--- src/rtl/instr_decode.sv ---
// Decode stage: field extraction, register file, load-use stall FSM, 1-cycle latency.
// Optional same-cycle write-back bypass on register reads: define DECODE_WB_BYPASS_EN.
module instr_decode #(
   parameter int NUM_REGS = 32
) (
   input  logic        clk,
   input  logic        reset,
   input  logic [31:0] ir,
   input  logic        ir_valid,
   input  logic        hold_in,
   input  logic        wb_en,
   input  logic [4:0]  wb_addr,
   input  logic [31:0] wb_data,
   output logic        stall_out,
   output logic        dec_valid,
   output logic [5:0]  dec_opcode,
   output logic [5:0]  dec_funct,
   output logic [4:0]  dec_shamt,
   output logic [4:0]  dec_dest,
   output logic [31:0] dec_rs_data,
   output logic [31:0] dec_rt_data,
   output logic [31:0] dec_imm
);

   typedef enum logic {RUN, STALL} state_t;

   state_t      state, state_next;
   logic [31:0] regs [NUM_REGS];

   logic [5:0]  opcode, funct;
   logic [4:0]  rs, rt, rd, shamt, dest;
   logic [15:0] imm;
   logic [31:0] imm_ext, rs_data, rt_data;
   logic        hazard, load, bubble, stall_raw;

   assign opcode = ir[31:26];
   assign rs     = ir[25:21];
   assign rt     = ir[20:16];
   assign rd     = ir[15:11];
   assign shamt  = ir[10:6];
   assign funct  = ir[5:0];
   assign imm    = ir[15:0];

   assign dest    = (opcode == 6'h00) ? rd : rt;
   assign imm_ext = (opcode == 6'h0C || opcode == 6'h0D || opcode == 6'h0E)
                    ? {16'h0000, imm} : {{16{imm[15]}}, imm};

   always_comb begin
      rs_data = '0;
      rt_data = '0;
      if (rs != '0) rs_data = regs[rs];
      if (rt != '0) rt_data = regs[rt];
`ifdef DECODE_WB_BYPASS_EN
      if (wb_en && wb_addr != '0 && wb_addr == rs) rs_data = wb_data;
      if (wb_en && wb_addr != '0 && wb_addr == rt) rt_data = wb_data;
`endif
   end

   // Bubbles never match, so a freshly reset or stalled stage cannot re-stall.
   assign hazard = dec_valid && (dec_opcode == 6'h23) && (dec_dest != '0) && ir_valid
                   && ((dec_dest == rs) || (dec_dest == rt));

   always_comb begin
      state_next = state;
      load       = 1'b0;
      bubble     = 1'b0;
      stall_raw  = 1'b0;
      if (hold_in) begin
         stall_raw = 1'b1;
      end else begin
         case (state)
            RUN: begin
               load = 1'b1;
               if (hazard) begin
                  stall_raw  = 1'b1;
                  bubble     = 1'b1;
                  state_next = STALL;
               end
            end
            STALL: begin
               load       = 1'b1;
               state_next = RUN;
            end
            default: state_next = RUN;
         endcase
      end
   end

   assign stall_out = stall_raw && !reset;

   always_ff @(posedge clk or posedge reset) begin
      if (reset) state <= RUN;
      else       state <= state_next;
   end

   always_ff @(posedge clk or posedge reset) begin
      if (reset) begin
         dec_valid   <= 1'b0;
         dec_opcode  <= '0;
         dec_funct   <= '0;
         dec_shamt   <= '0;
         dec_dest    <= '0;
         dec_rs_data <= '0;
         dec_rt_data <= '0;
         dec_imm     <= '0;
      end else if (load) begin
         dec_valid   <= ir_valid && !bubble;
         dec_opcode  <= opcode;
         dec_funct   <= funct;
         dec_shamt   <= shamt;
         dec_dest    <= dest;
         dec_rs_data <= rs_data;
         dec_rt_data <= rt_data;
         dec_imm     <= imm_ext;
      end
   end

   always_ff @(posedge clk or posedge reset) begin
      if (reset) regs <= '{default: '0};
      else if (wb_en && wb_addr != '0) regs[wb_addr] <= wb_data;
   end

endmodule

--- config.mk ---
export PLATFORM = sky130hd
export DESIGN_NAME = instr_decode
export DESIGN_NICKNAME = d
export VERILOG_FILES = /design/src/rtl/instr_decode.sv
export SDC_FILE = /design/constraint.sdc
export NUM_CORES = 2
export LEC_CHECK = 0
export ABC_AREA = 1
export CORE_ASPECT_RATIO = 2
export CORE_MARGIN = 2
export CORE_UTILIZATION = 31
export DETAILED_ROUTE_END_ITERATION = 8
export GPL_ROUTABILITY_DRIVEN = 0
export PLACE_DENSITY_LB_ADDON = 0.2
export SLEW_MARGIN = 30
export SYNTH_ARGS = -nofsm -noshare
export SYNTH_HDL_FRONTEND = slang
export SYNTH_SLANG_ARGS = --single-unit
--- constraint.sdc ---
create_clock -name clk -period 51.9 [get_ports clk]
set_input_delay 12.975 -clock clk [delete_from_list [all_inputs] [get_ports clk]]
set_output_delay 12.975 -clock clk [all_outputs]
set_load 0.005 [all_outputs]
==> results_dict.tcl <==
set metrics [dict create \
    fp.dieW_um 314.9 \
    clk_latency_ns 0.73 \
    whs_path_depth 0 \
    filler_cell_count 20450 \
    critical_path_class "input pin to primary output" \
    core-area_um2 192600 \
    layout-drive-gt1-share_pct 4.303 \
    finish.instance_area_um2 67110 \
    crit_path_end "stall_out" \
    io_pins 194 \
    syn-num-nets 8749 \
    hold_class "flip-flop to flip-flop" \
    startpoint_type "input pin" \
    place_ws_ns 23.56 \
    fin_crit_sh_pct 54.66 \
    fin_skew_ns 0.02091 \
    start_util_pct 31.13 \
    critPathMaxFanout 36 \
    htreeDepth 3 \
    final_cell_mix "nand2_1, dfrtp_1, nand3_1" \
    die-area_um2 197100 \
    min_period_ns 28.37 \
    hold_buffers 0 \
    drc 0 \
    antenna_found_initial 5 \
    track_usage_pct 26.19 \
    portBuffers 193 \
    num_vias 59560 \
    slowest_stage "clkdlybuf4s50_1" \
    worst_pin_slew_ns 1.146 \
    max_freq_mhz 35.25 \
    ys_seq_area_share_pct 46.68 \
    required_ns 38.92 \
    wl_mm 262.4 \
    hp-start "regs[1009]$_DFFE_PP0P_" \
    fin_ws_ns 23.53 \
    clkSinkCount 1118 \
    hold_viol_final 0 \
    syn_to_final_growth_pct 11.96 \
    hpwlAfterDp_mm 134.5 \
    ys_ff_latch 1118 \
    cts.path.max_buffers 3 \
    ant_nets 0 \
    power.leakage_nw 31.53 \
    numCtsBuffers 107 \
    ir_drop_mv 0.02864 \
    worstPathArrival_ns 15.39 \
    grt_pass1_vias 57650 \
    crit_chain "buf_6 -> inv_4 -> nand2_1 -> nand2_1 -> nor2_1 -> nand3_1 -> nand2_1 -> nand3_1 -> a21oi_1 -> clkdlybuf4s50_1" \
    viasPerCell 5.453 \
    tritoncts "yes" \
    cp-end-kind "primary output" \
    nNetsFinal 8374 \
    rr_endpoint "dec_valid$_DFFE_PP0N_" \
    fin_tns_setup_ns 0 \
    clk_pin_slew_worst_paths_ns 0.07 \
    routedWlPerCell_um 24.02 \
    drt_iter0_markers 6648 \
    cp.buffers_inverters 3 \
    crit_family "buffers and inverters" \
    setup_viol 0 \
    rrSetupSlack_ns 49.84 \
    grt_pass1_wl_mm 386.5 \
    fin_util_pct 34.85 \
    drv_cap 0 \
    synth_cells 8675 \
    rsz0062_at_grt "no" \
    worst-path-stages 10 \
    multi_input_area_um2 28910 \
    slew-limit-headroom_pct 23.59 \
    die_h_um 625.9 \
    placementRows 228 \
    status "completed" \
    gr-total-overflow 0 \
    syn_area_per_cell_um2 6.909 \
    slew_violations 0 \
    ys_warn_count 0 \
    worst_r2r_path_depth 9 \
    crit-reg2reg-launch "dec_dest[1]$_DFFE_PP0N_" \
    cts_setup_buffers 0 \
    syn_area_um2 59940 \
    crit_path_frequent_cell "nand2_1" \
    seq_area_um2 27980 \
    root_buffer "clkbuf_16" \
    layout_commonest_cell "nand2_1" \
    grt_max_degree 167 \
    cp-startpoint "ir[18]" \
    cts_resized 0 \
    first_pass_iters 6 \
    max_stage_delay_ns 0.51 \
    power_density_nw_per_um2 37.44 \
    holdWs_ns 0.4011 \
    postPlaceCellArea_um2 63190 \
    ys_types 25 \
]
-- synth_stat cells --
cell type / number / share of area, %
nor2_4: 2 / 0.038
nand4_1: 3 / 0.031
nor3_4: 1 / 0.027
nor3_2: 1 / 0.017
o211ai_1: 5 / 0.063
nor4_1: 1 / 0.010
clkbuf_1: 608 / 3.8
buf_1: 48 / 0.30
buf_4: 26 / 0.33
o21ai_1: 5 / 0.042
nand2_1: 3957 / 25
a21oi_1: 477 / 4.0
clkinv_1: 8 / 0.050
xor2_1: 3 / 0.044
dfrtp_1: 1118 / 47
inv_2: 4 / 0.025
nand3_1: 1107 / 9.2
nor2_1: 239 / 1.5
nand3b_1: 63 / 0.79
nor3_1: 7 / 0.058
nor2_2: 3 / 0.031
xnor2_1: 2 / 0.029
inv_1: 52 / 0.33
buf_2: 100 / 0.83
o21ai_0: 835 / 7.0
-- final cells by class --
cell class,count,share of cell area (%)
Clock inverter,48,0.9844
Antenna cell,4,0.01492
Sequential cell,1118,41.69
Clock buffer,151,4.687
Tap cell,2530,4.717
Timing Repair Buffer,298,4.411
Inverter,64,0.4214
Multi-Input combinational cell,6711,43.07
-- kinds of logic (layout without fill, tap and decap cells) --
family                 count (synthesis)  in the layout  share of synthesized area [%]
XOR/XNOR                               5              5                        0.07307
AO/OA/AOI/OAI                       1322           1322                          11.06
other                                  0              4                              0
buffers and inverters                846            561                          5.670
AND/OR/NAND/NOR                     5384           5384                          36.52
flip-flops                          1118           1118                          46.68
-- worst reg2reg max path: cells and delay by family (launching register included) --
| kind | cells | cell delay (ns) |
|---|---|---|
| buffers and inverters | 1 | 0.30 |
| flip-flops | 1 | 0.59 |
| AND/OR/NAND/NOR | 8 | 1.06 |
-- sequential cells by signal, summed over array words and instances, names as in the netlist --
| name | flops |
|---|---|
| dec_shamt | 4 |
| regs | 1024 |
| dec_opcode | 6 |
| state | 1 |
| dec_funct | 5 |
| dec_valid | 1 |
| dec_rt_data | 32 |
| dec_imm | 8 |
| dec_rs_data | 32 |
| dec_dest | 5 |
-- stage by stage --
step / std cells / power (W)
global placement: 10720 / 0.001633
CTS: 10920 / 0.002525
detailed placement: 10720 / 0.001649
floorplan: 8675 / 0.001480
finish: 10920 / 0.002513
global route: 10920 / 0.002648
-- worst min path at each step --
stage,endpoint
after global routing,regs[1021]$_DFFE_PP0P_
after floorplan,regs[1000]$_DFFE_PP0P_
final,regs[1009]$_DFFE_PP0P_
after global placement,regs[1013]$_DFFE_PP0P_
after CTS,regs[1010]$_DFFE_PP0P_
after detailed placement,regs[1003]$_DFFE_PP0P_
-- where the power goes --
group          internal (W)  total [W]  switching, W
Sequential          0.00103    0.00116      0.000125
Combinational      0.000179   0.000485      0.000305
Clock              0.000493   0.000873      0.000380
-- routing by layer --
layer / global-route usage, % / part of all wire [%] / up-vias
met5: 0 / 0.0050 / -
li1: - / - / 27190
met1: 31.95 / 39 / 28890
met2: 44.61 / 48 / 2830
met3: 3.963 / 7.6 / 653
met4: 13.15 / 5.5 / 2
No activity file was read; power rests on OpenSTA's default activity.
